--- config.mk ---
export PLATFORM = sky130hd
export DESIGN_NAME = a0_stream_buffer_flat
export DESIGN_NICKNAME = d
export VERILOG_FILES = /design/src/rtl/a0_stream_buffer_if.sv /design/src/rtl/a0_stream_buffer.sv /design/src/flat_wrapper.sv
export SDC_FILE = /design/constraint.sdc
export NUM_CORES = 1
export LEC_CHECK = 0
export ABC_AREA = 0
export CAP_MARGIN = 20
export CELL_PAD_IN_SITES_DETAIL_PLACEMENT = 1
export CELL_PAD_IN_SITES_GLOBAL_PLACEMENT = 1
export CORE_MARGIN = 5
export CORE_UTILIZATION = 54
export CTS_CLUSTER_DIAMETER = 100
export CTS_CLUSTER_SIZE = 24
export DETAILED_ROUTE_END_ITERATION = 7
export GPL_ROUTABILITY_DRIVEN = 0
export PLACE_DENSITY_LB_ADDON = 0.2
export SLEW_MARGIN = 25
export SYNTH_ARGS = -nofsm -noshare
export SYNTH_HDL_FRONTEND = slang
export SYNTH_SLANG_ARGS = --single-unit
--- constraint.sdc ---
create_clock -name clk -period 5.8 [get_ports clk]
set_clock_uncertainty 0.1 [all_clocks]
set_input_delay 1.45 -clock clk [delete_from_list [all_inputs] [get_ports clk]]
set_output_delay 1.45 -clock clk [all_outputs]
set_load 0.03 [all_outputs]
--- src/rtl/a0_stream_buffer_if.sv ---
// a0_stream_buffer_if: valid/ready output stream of the a0 capture buffer.
//   out_valid  head entry available (driven by the buffer)
//   out_ready  sink accepts the head entry (driven by the sink)
//   out_data   head entry value
//   out_stamp  head entry timestamp, present only when A0_STREAM_TIMESTAMP_EN is defined
// Modports: master = buffer side, slave = sink side.
interface a0_stream_buffer_if #(
    parameter int WIDTH = 32,
    parameter int TSW   = 16
);
    logic             out_valid;
    logic             out_ready;
    logic [WIDTH-1:0] out_data;
`ifdef A0_STREAM_TIMESTAMP_EN
    logic [TSW-1:0]   out_stamp;
`endif

    modport master (
        output out_valid,
        output out_data,
        input  out_ready
`ifdef A0_STREAM_TIMESTAMP_EN
        , output out_stamp
`endif
    );

    modport slave (
        input  out_valid,
        input  out_data,
        output out_ready
`ifdef A0_STREAM_TIMESTAMP_EN
        , input out_stamp
`endif
    );
endinterface

--- src/rtl/a0_stream_buffer.sv ---
// a0_stream_buffer: watches the CPU a0 tap, queues every new value in a
// first-word-fall-through FIFO and presents it on a valid/ready stream.
// Values arriving while the FIFO is full (and not popping) are dropped and
// counted rather than lost silently.
// Optional feature macro: A0_STREAM_TIMESTAMP_EN (per-entry cycle stamp).
// Ports:
//   clk, rst    clock, synchronous active-high reset
//   a0_in       CPU a0_output tap
//   capture_en  enables change detection and push
//   flush       synchronous FIFO clear (keeps overflow/drop_count)
//   out         stream interface (master modport): valid/ready/data[/stamp]
//   count       occupancy 0..DEPTH
//   overflow    sticky: at least one value dropped
//   drop_count  dropped-value count, saturating at 255
module a0_stream_buffer #(
    parameter int WIDTH = 32,
    parameter int DEPTH = 8,
    parameter int TSW   = 16
) (
    input  logic                     clk,
    input  logic                     rst,
    input  logic [WIDTH-1:0]         a0_in,
    input  logic                     capture_en,
    input  logic                     flush,
    a0_stream_buffer_if.master       out,
    output logic [$clog2(DEPTH):0]   count,
    output logic                     overflow,
    output logic [7:0]               drop_count
);
    localparam int AW = $clog2(DEPTH);
    localparam int CW = AW + 1;

    if (DEPTH < 2 || (DEPTH & (DEPTH - 1)) != 0 || TSW < 1) begin : g_bad_param
        $error("a0_stream_buffer: DEPTH must be a power of two >= 2 and TSW >= 1");
    end

    logic [WIDTH-1:0] mem [DEPTH];
    logic [AW-1:0]    wr_ptr;
    logic [AW-1:0]    rd_ptr;
    logic [WIDTH-1:0] last_a0;
    logic             primed;

`ifdef A0_STREAM_TIMESTAMP_EN
    logic [TSW-1:0]   ts_cnt;
    logic [TSW-1:0]   stamp_mem [DEPTH];
`endif

    logic full;
    logic pop;
    logic push_req;
    logic push;
    logic drop;

    always_comb begin
        full     = (count == CW'(DEPTH));
        pop      = out.out_valid && out.out_ready;
        push_req = capture_en && (!primed || a0_in != last_a0);
        // At full, a same-cycle pop frees the slot the push needs.
        push     = push_req && (!full || pop);
        drop     = push_req && full && !pop;
    end

    assign out.out_valid = (count != '0);
    assign out.out_data  = mem[rd_ptr];
`ifdef A0_STREAM_TIMESTAMP_EN
    assign out.out_stamp = stamp_mem[rd_ptr];
`endif

    always_ff @(posedge clk) begin
        if (rst) begin
            wr_ptr     <= '0;
            rd_ptr     <= '0;
            count      <= '0;
            last_a0    <= '0;
            primed     <= 1'b0;
            overflow   <= 1'b0;
            drop_count <= '0;
            for (int unsigned i = 0; i < DEPTH; i++) begin
                mem[i] <= '0;
`ifdef A0_STREAM_TIMESTAMP_EN
                stamp_mem[i] <= '0;
`endif
            end
`ifdef A0_STREAM_TIMESTAMP_EN
            ts_cnt <= '0;
`endif
        end else begin
`ifdef A0_STREAM_TIMESTAMP_EN
            // Free-running; flush does not touch it.
            ts_cnt <= ts_cnt + 1'b1;
`endif
            if (flush) begin
                // Clearing primed forces the next enabled cycle to re-capture a0_in.
                wr_ptr <= '0;
                rd_ptr <= '0;
                count  <= '0;
                primed <= 1'b0;
            end else begin
                // last_a0 follows every detected change, even a dropped one,
                // so a stalled sink never causes a value to be queued twice.
                if (push_req) begin
                    last_a0 <= a0_in;
                    primed  <= 1'b1;
                end
                if (push) begin
                    mem[wr_ptr] <= a0_in;
`ifdef A0_STREAM_TIMESTAMP_EN
                    stamp_mem[wr_ptr] <= ts_cnt;
`endif
                    wr_ptr <= wr_ptr + 1'b1;
                end
                if (pop) begin
                    rd_ptr <= rd_ptr + 1'b1;
                end
                if (drop) begin
                    overflow <= 1'b1;
                    if (drop_count != 8'hFF) begin
                        drop_count <= drop_count + 8'd1;
                    end
                end
                if (push && !pop) begin
                    count <= count + 1'b1;
                end else if (pop && !push) begin
                    count <= count - 1'b1;
                end
            end
        end
    end
endmodule

--- src/flat_wrapper.sv ---
// flat-port wrapper written by rule: the top's interface ports become plain ports
module a0_stream_buffer_flat 
#(
    parameter int WIDTH = 32,
    parameter int DEPTH = 8,
    parameter int TSW   = 16
)
  (clk, rst, a0_in, capture_en, flush, count, overflow, drop_count, out_out_valid, out_out_data, out_out_ready);
  a0_stream_buffer_if #(.WIDTH(WIDTH), .TSW(TSW)) out_i ();
  input  logic clk;
  input  logic rst;
  input  logic [WIDTH-1:0] a0_in;
  input  logic capture_en;
  input  logic flush;
  output logic [$clog2(DEPTH):0] count;
  output logic overflow;
  output logic [7:0] drop_count;
  output wire logic [$bits(out_i.out_valid)-1:0] out_out_valid;
  output wire logic [$bits(out_i.out_data)-1:0] out_out_data;
  input wire logic [$bits(out_i.out_ready)-1:0] out_out_ready;
  assign out_out_valid = out_i.out_valid;
  assign out_out_data = out_i.out_data;
  assign out_i.out_ready = out_out_ready;
  a0_stream_buffer #(.WIDTH(WIDTH), .DEPTH(DEPTH), .TSW(TSW)) u_core (.clk(clk), .rst(rst), .a0_in(a0_in), .capture_en(capture_en), .flush(flush), .out(out_i), .count(count), .overflow(overflow), .drop_count(drop_count));
endmodule
# After elaboration in Yosys (flattened, before gate mapping)
# Memories as Yosys holds them, arrays and structs flattened. A register that Yosys moved wholly into a read port is not among the register bits.
# Index checks and enable logic that the tools add are counted.
[op_classes]
add_sub_neg = 5
n_eq_ne = 3
n_mux = 13
bitwise = 1
reduce_logical = 20
[op_table]
columns = ["op", "n"]
rows = [
  ["2-to-1 mux 32 bit", 1],
  ["!= test 32 bit", 1],
  ["OR reduction 32 bit", 1],
  ["2-to-1 mux 3 bit", 3],
  ["adder 8 x 1 -> 8 bit (second input constant)", 1],
  ["2-to-1 mux 4 bit", 2],
  ["!= test 8 bit (second input constant)", 1],
  ["logical AND 1 bit", 7],
  ["2-to-1 mux 1 bit", 7],
  ["adder 3 x 1 -> 3 bit (second input constant)", 2],
  ["adder 4 x 1 -> 4 bit (second input constant)", 1],
  ["== test 4 bit (second input constant)", 1],
  ["zero test 1 bit", 4],
  ["AND reduction 2 bit", 2],
  ["nonzero test 4 bit", 1],
  ["subtractor 4 x 1 -> 4 bit (second input constant)", 1],
  ["AND reduction 3 bit", 1],
  ["logical OR 1 bit", 2],
  ["nonzero test 2 bit", 1],
  ["OR reduction 2 bit", 1],
  ["inverter 1 bit", 1],
]
[totals]
register_bits = 52
ramBits = 256
in_bits = 37
out_inout_bits = 46
elab_cells = 50
memories = 1
[mem_list]
columns = ["name", "words", "width", "rd", "rd_ports_with_merged_regs", "write_ports", "line_no", "text"]
rows = [
  ["u_core.mem", 8, 32, 1, 1, 8, "a0_stream_buffer.sv:37", "logic [WIDTH-1:0] mem [DEPTH];"],
]

# Logic depth before layout (Yosys ltp)
# Gate-level depths: netlist of the first run.
[depth]
word_depth = 10
mapped_depth = 15
depth_no_buf = 14

# Least setup slack after synthesis of the first run
# No wires, ideal clock.
[synth_path]
path_type = "input to register"
from = "input a0_in[5]"
to = "register u_core.count[3]"
setup_time_ps = 71
t_arrival_ps = 3929
required_time_ps = 5629
path_slack_ps = 1701
stages = 15
n_path_buf = 1
path_cell_list = "xnor2_1 > nand2_1 > a2111oi_4 > nand4_2 > nand2_2 > inv_2 > clkbuf_1 > ha_1 > inv_1 > ha_1 > a21o_1 > a21oi_1 > xnor2_1 > or3_1 > a21oi_1"
[synth_between]
elab_chain_len = 7
word_cells_on_any_way = 9
cone_classes = "1 x eq/ne; 1 x mux; 7 x reduce/logical"
[synth_rtl]
columns = ["item", "line_no", "text"]
rows = [
  ["start: declaration", "flat_wrapper.sv:12", "input logic [WIDTH-1:0] a0_in;"],
  ["!= test 32 bit (*)", "a0_stream_buffer.sv:57", "push_req = capture_en && (!primed || a0_in != last_a0);"],
  ["logical OR 1 bit (*)", "a0_stream_buffer.sv:57", ""],
  ["logical AND 1 bit (*)", "a0_stream_buffer.sv:57", ""],
  ["logical AND 1 bit (*)", "a0_stream_buffer.sv:59", "push = push_req && (!full || pop);"],
  ["zero test 1 bit", "a0_stream_buffer.sv:123", "end else if (pop && !push) begin"],
  ["logical AND 1 bit", "a0_stream_buffer.sv:123", ""],
  ["nonzero test 2 bit (no source line)", "--", ""],
  ["end signal: assignment", "a0_stream_buffer.sv:122", "count <= count + 1'b1;"],
  ["end signal: assignment", "a0_stream_buffer.sv:124", "count <= count - 1'b1;"],
  ["end: declaration", "a0_stream_buffer.sv:26", "output logic [$clog2(DEPTH):0] count,"],
]
# Mark *: on every way between the ends. The rest lies on a longest branch, timed or not.
# A chain may end at the register's enable or synchronous reset.

==> results.md, run 1 <==
- Status: finished clean
- Core Box Area: between 20000 and 30000 sq um
- Max rail drop VDD: approximately 0.17 mV
- IO Pins: between 80 and 90
- Met2 WL: 21.4 mm
- CP max-delay cell: dfxtp_4
- # setup viols final: 0
- Hold Path Class: reg2reg
- Slew Limit Fails: 0
- Leakage power: between 0.005 and 0.006 uW
- GRT overflow: 0
- HPWL reported at the end of detailed placement: ~27 mm
- Post-CTS Resized: 0
- Share of layout cells above drive strength 1: around 15%
- CTS clk-pin slew, worst paths: roughly 0.1 ns
- Startpoint types: flip-flop
- CP cell instances: buf_12 -> mux4_2 -> mux2_2 -> clkdlybuf4s50_1
- Area delta synth->final: 10.7%
- Crit-path max FO: 41
- Period utilization: between 80% and 90%
- EDFF count, synth: ~260
- Ys flop type: edfxtp_1
- CTS root buffer: clkbuf_16
- CTS tree: done
- Tot GR Track Use: between 20% and 30%
- Die Area: 30400 sq um
- Req. time, crit path: 4.25 ns
- Rows: 60
- DRT met1 WL: around 17 mm
- Via count: 9750
- Most common cell after layout, fill and taps aside: edfxtp_1
- Net count after synthesis: between 1000 and 1500
- Worst skew pair latency: slightly above 0.5 ns
- Mapped Area: 14600 sq um
- PD cells: 271 nW/um^2
- Final setup TNS: 0 ns
- Fin Hold WS: ~0.40 ns
- Largest net degree at the start of global routing: about 130
- Max-cap violations: 0
- Yosys warning total: 0
- Vias in the first global route: roughly 10000
- Worst Setup End Kind: primary output
- Post-Synthesis Cells: roughly 1100
- CTS Hold Bufs: 0
- H-tree levels: 1
- Relative slew slack: between 20% and 30%
- Most frequent cells in the layout: 256 x edfxtp_1, 124 x and3_1, 93 x nor3_1
- Async SR Flop Fraction: 0%
- Number of nets in the layout: between 1000 and 1500
- Initial DRC count: 917
- Worst setup margin: 1.11 ns
- Antenna violations before repair: 2
- Clock Path Buffers: 3
- Min Tclk post-route: 4.69 ns
- CP max stage delay: a little over 0.7 ns
- RSZ-0062 raised after global routing: no
- Slew @ Worst Pin: roughly 1.2 ns
- Mean Syn Cell Area: ~13 sq um
- Drt pass-1 iters: 5
- N_diodes: 0
- #FFs+latches synth: about 310
- Crit Path Class: reg2out
- DR top layer: met5
- CP arrival: around 3.1 ns
- Distinct cells, synth: between 50 and 60
- Post-Route Utilization: 60.3%
- I/O Buffers: 82
- Die Ht: between 150 and 200 microns
- Clk sinks: between 300 and 400
- Die X-Extent: approximately 170 microns
- Final Hold Vio Count: 0
- Total wire length: roughly 42 mm
- Effective utilization at floorplan: between 50% and 60%
- First-pass GRT wire length: 64.9 mm
- Drt drc: 0
- Vias per cell: about 6.6
- Postcts setup bufs: 0
- Post-synthesis sequential area ratio: around 60%
- Fillers: roughly 2600
- Setup slack at placement: 0.693 ns
- Num CTS Buffers: 16
- Post-route ant nets: 0
- Achievable Freq: roughly 210 MHz
- Metal3 WL: between 2 and 3 mm
- Average wire per standard cell: 28.8 microns
[flip-flops by register name, summed over array words and instances (netlist names), named ones only]
register and count:
u_core.mem 256, u_core.last_a0 32, u_core.drop_count 8, u_core.count 4, u_core.rd_ptr 3, u_core.wr_ptr 3, u_core.overflow 1, u_core.primed 1
[logic make-up (layout without fill, tap and decap cells)]
| family | count (synthesis) | count (layout) | share of synthesized area (%) |
|---|---|---|---|
| XOR/XNOR | 37 | 37 | 2.23 |
| flip-flops | 311 | 311 | 60.3 |
| multiplexers | 98 | 98 | 12.5 |
| AND/OR/NAND/NOR | 438 | 438 | 16.5 |
| buffers and inverters | 109 | 142 | 3.68 |
| adder cells (fa/ha/maj) | 7 | 7 | 0.653 |
| AO/OA/AOI/OAI | 103 | 103 | 4.12 |
[final timing paths]
check                          start           endpoint  depth (start not counted)  slack, ns
hold / removal       u_core.overflow    u_core.overflow                          2       0.40
setup / recovery           flip-flop   out_out_data[20]                          4       1.11
hold reg to reg      u_core.overflow    u_core.overflow                          2       0.40
setup reg to reg  u_core.last_a0[16]  u_core.mem[5][23]                          8       2.39
[synth_stat cells, types with 2 or more instances]
cell type | number | share of area [%]
edfxtp_1 | 256 | 53
and3_1 | 124 | 5.3
nor3_1 | 93 | 3.2
nand2_1 | 78 | 2.0
clkbuf_1 | 67 | 1.7
mux4_2 | 64 | 9.9
dfxtp_1 | 55 | 7.6
a21oi_1 | 46 | 1.6
nor4_1 | 44 | 1.9
nor2b_1 | 34 | 1.5
mux2_2 | 33 | 2.6
xnor2_1 | 33 | 2.0
o21ai_0 | 29 | 1.0
nor2_1 | 25 | 0.64
buf_2 | 13 | 0.45
buf_4 | 11 | 0.57
nand4_1 | 11 | 0.47
o21ai_1 | 10 | 0.34
buf_6 | 9 | 0.70
nand3_1 | 8 | 0.27
a31o_2 | 6 | 0.36
ha_1 | 6 | 0.52
inv_1 | 5 | 0.13
nand2b_1 | 4 | 0.17
xor2_1 | 4 | 0.24
a41o_1 | 3 | 0.21
o31ai_1 | 3 | 0.15
or4_1 | 3 | 0.15
buf_1 | 2 | 0.052
or2_2 | 2 | 0.086
or3_1 | 2 | 0.086
[cell type report]
cell class | instances | area (sq um) | area share (%)
Tap cell | 341 | 427 | 2.65
Timing Repair Buffer | 108 | 1120 | 6.96
Clock buffer | 28 | 467 | 2.89
Inverter | 6 | 22.5 | 0.140
Sequential cell | 311 | 8800 | 54.6
Multi-Input combinational cell | 683 | 5290 | 32.8
[critical path, delay by kind of cell, from the launching register on]
family                 cells  cell delay (ns)
DFF                        1             0.71
buffers and inverters      2             0.98
muxes                      2             0.88
[per-stage QoR]
step / power [uW] / instances / cell area (sq um)
2_1_floorplan: 2930 / 1103 / 14600
3_3_place_gp: 3140 / 1448 / 15600
3_5_place_dp: 3160 / 1448 / 15600
4_1_cts: 4380 / 1476 / 16100
5_1_grt: 4520 / 1477 / 16100
6_report: 4370 / 1477 / 16100
[routing by layer]
metal | track usage, % | vias up
met5 | 0 | -
met4 | 7.56 | 4
met3 | 4.70 | 71
met2 | 47.8 | 377
met1 | 37.3 | 5018
li1 | - | 4280
[where the power goes]
group / total [uW] / switching (uW) / internal (uW)
sequential: 2540 / 47.1 / 2490
clock: 1260 / 701 / 556
combinational: 570 / 345 / 225
Note: power is estimated with default switching activity, not from simulation.
==> run 2: changes to the inputs <==
--- a/config.mk
+++ b/config.mk
@@ -10,7 +10,7 @@
 export CELL_PAD_IN_SITES_DETAIL_PLACEMENT = 1
 export CELL_PAD_IN_SITES_GLOBAL_PLACEMENT = 1
 export CORE_MARGIN = 5
-export CORE_UTILIZATION = 54
+export CORE_UTILIZATION = 50
 export CTS_CLUSTER_DIAMETER = 100
 export CTS_CLUSTER_SIZE = 24
 export DETAILED_ROUTE_END_ITERATION = 7
==> constraint.sdc (replaced) <==
create_clock -name clk -period 4.35 [get_ports clk]
set_clock_uncertainty 0.1 [all_clocks]
set_input_delay 1.0875 -clock clk [delete_from_list [all_inputs] [get_ports clk]]
set_output_delay 1.0875 -clock clk [all_outputs]
set_load 0.03 [all_outputs]
==> run 2 against run 1 <==
- first-iteration DRC count is 3.9% higher
- sequential cell count did not move
- via count rose by 1.2%
- clock power increased by 33%
- global-route usage is 2.7 points lower
- cell area grew 2.6%
- sequential share of layout area fell by 1.4 points
- register-to-register slack got worse by 1.2 ns
- routed wire length fell by 2.3%
- final cell count increased by 5.8%
- die area rose by 7.5%
- critical path type unchanged
- critical endpoint unchanged
- largest power group unchanged
==> results.md, run 2 (synthesis gave the netlist of run 1 again) <==
- WP buf/inv: 2 (unchanged)
- CP arrival: 2.82 ns (was 3.14 ns)
- Clock Path Buffers: 3 (unchanged)
- CTS tree: done (unchanged)
- Die Area: 32600 sq um (was 30400 sq um)
- Req. time, crit path: 3.16 ns (was 4.25 ns)
- Initial DRC count: 953 (was 917)
- Worst reg2reg setup slack: 1.18 ns (was 2.39 ns)
- Top cell family by delay on the critical path: multiplexers (was buffers and inverters)
- Period utilization: ~92%
- Crit Path Class: reg2out (unchanged)
- Via count: 9863 (was 9750)
- Max FFs per register: 256 (unchanged)
- FF-to-FF path depth: 10 (was 8)
- Relative slew slack: 35.4% (was 22.7%)
- I/O Buffers: 82 (unchanged)
- Achievable Freq: around 250 MHz
- N_diodes: 0 (unchanged)
- Inst Count DP: 1534 (was 1448)
- GRT overflow: 0 (unchanged)
- Total power: 5860 uW (was 4370 uW)
- Slew @ Worst Pin: 0.969 ns (was 1.16 ns)
- Startpoint types: flip-flop (unchanged)
- Vias per cell: 6.31 (was 6.60)
- Share of layout cells above drive strength 1: 17.7% (was 14.8%)
- Most frequent cells in the layout: 256 x edfxtp_1, 124 x and3_1, 93 x nor3_1 (unchanged)
- Vias in the first global route: 10600 (was 10500)
- Leakage power: 0.00582 uW (was 0.00560 uW)
- CP max stage delay: 0.60 ns (was 0.71 ns)
- # setup viols final: 0 (unchanged)
- CTS clk-pin slew, worst paths: 0.10 ns (about the same)
- R2r endpoint: u_core.mem[0][23] (was u_core.mem[5][23])
- Fin Hold WS: 0.385 ns (was 0.395 ns)
- Final Non-Filler Cells: 1562 (was 1477)
- Max rail drop VDD: 0.267 mV (was 0.166 mV)
- Num CTS Buffers: 16 (unchanged)
- Total wire length: 41.5 mm (was 42.5 mm)
- Die X-Extent: 181 microns (was 174 microns)
- Final setup TNS: 0 ns (unchanged)
- Worst skew pair latency: 0.52 ns (was 0.51 ns)
- Crit-path max FO: 16 (was 41)
- Final Hold Vio Count: 0 (unchanged)
- Area delta synth->final: 13.6% (was 10.7%)
- Average wire per standard cell: 26.6 microns (was 28.8 microns)
- Rows: 62 (was 60)
- Largest net degree at the start of global routing: 79 (was 132)
- Post-CTS Resized: 0 (unchanged)
- Hold Path Class: reg2reg (unchanged)
- Drt drc: 0 (unchanged)
- Slew Limit Fails: 0 (unchanged)
- Effective utilization at floorplan: 50.7% (was 54.5%)
- Clk sinks: 311 (unchanged)
- Worst Setup End Kind: primary output (unchanged)
- Hold path start: u_core.overflow (unchanged)
- Antenna violations before repair: 1 (was 2)
- Biggest regs: u_core.mem (256), u_core.last_a0 (32), u_core.drop_count (8) (unchanged)
- CTS Hold Bufs: 0 (unchanged)
- CP cell instances: buf_12 -> mux4_2 -> mux2_2 -> clkdlybuf4s50_1 (unchanged)
- Postcts setup bufs: 0 (unchanged)
- Hold Crit Endpoint: u_core.overflow (unchanged)
- Reg with most FFs: u_core.mem (unchanged)
- CP max-delay cell: clkdlybuf4s50_1 (was dfxtp_4)
- Post-route ant nets: 0 (unchanged)
- RSZ-0062 raised after global routing: no (unchanged)
- Max-cap violations: 0 (unchanged)
- Hold path cells: 2 (unchanged)
- Drt pass-1 iters: 4 (was 5)
- Status: finished clean (unchanged)
- Die Ht: 181 microns (was 174 microns)
- HPWL reported at the end of detailed placement: 26.0 mm (was 26.5 mm)
- Min Tclk post-route: 4.01 ns
- Core Box Area: 28700 sq um (was 26700 sq um)
- H-tree levels: 1 (unchanged)
- First-pass GRT wire length: 63.8 mm (was 64.9 mm)
- PD cells: 354 nW/um^2 (was 271 nW/um^2)
- Number of nets in the layout: 1212 (was 1170)
- IO Pins: 83 (unchanged)
- Most common cell after layout, fill and taps aside: edfxtp_1 (unchanged)
- Post-Route Utilization: 57.6% (was 60.3%)
- CTS root buffer: clkbuf_16 (unchanged)
- Tot GR Track Use: 25.3% (was 28.0%)
- Reg2reg start: u_core.count[0] (was u_core.last_a0[16])
run 2: how the worst max path moves through the flow:
stage / from / end / slack [ns] / cells past startpoint
6_report: flip-flop / out_out_data[20] / 0.34 / 4
5_1_grt: flip-flop / out_out_data[10] / 0.24 / 4
4_1_cts: flip-flop / out_out_data[20] / 0.30 / 4
3_5_place_dp: a0_in[24] / u_core.mem[0][29] / -0.04 / 11
3_3_place_gp: a0_in[16] / u_core.count[3] / 0.04 / 15
2_1_floorplan: a0_in[5] / u_core.count[3] / 0.61 / 15
run 2: final cells by class:
class	count	area, sq um
Clock buffer	28	467
Timing Repair Buffer	150	1510
Multi-Input combinational cell	683	5260
Sequential cell	311	8800
Inverter	6	22.5
Tap cell	384	480
Fill cell	2839	12200
run 2: per-layer routing:
layer / global-route usage (%) / vias up / part of all wire (%)
met2: 43.8 / 322 / 51
met4: 6.17 / 0 / 2.4
li1: - / 4361 / -
met3: 3.45 / 49 / 6.1
met5: 0 / - / 0
met1: 34.0 / 5131 / 41
run 2: where the power goes:
part           leakage [uW]  internal, uW  switching [uW]
Sequential          0.00310          3330            55.4
Clock              0.000222           741             941
Combinational       0.00250           330             468
Total               0.00582          4400            1460
run 2: metrics by stage:
step                setup WS [ns]  cell area (sq um)
global route                0.243              16500
CTS                         0.295              16500
global placement           0.0447              16100
finish                      0.344              16500
floorplan                   0.613              14600
detailed placement        -0.0415              16100
run 2: tightest hold or removal path, cell delays in order, from the launching register on:
cell and delay (ns):
dfxtp_1 0.34, a21oi_1 0.04, nor2_1 0.07
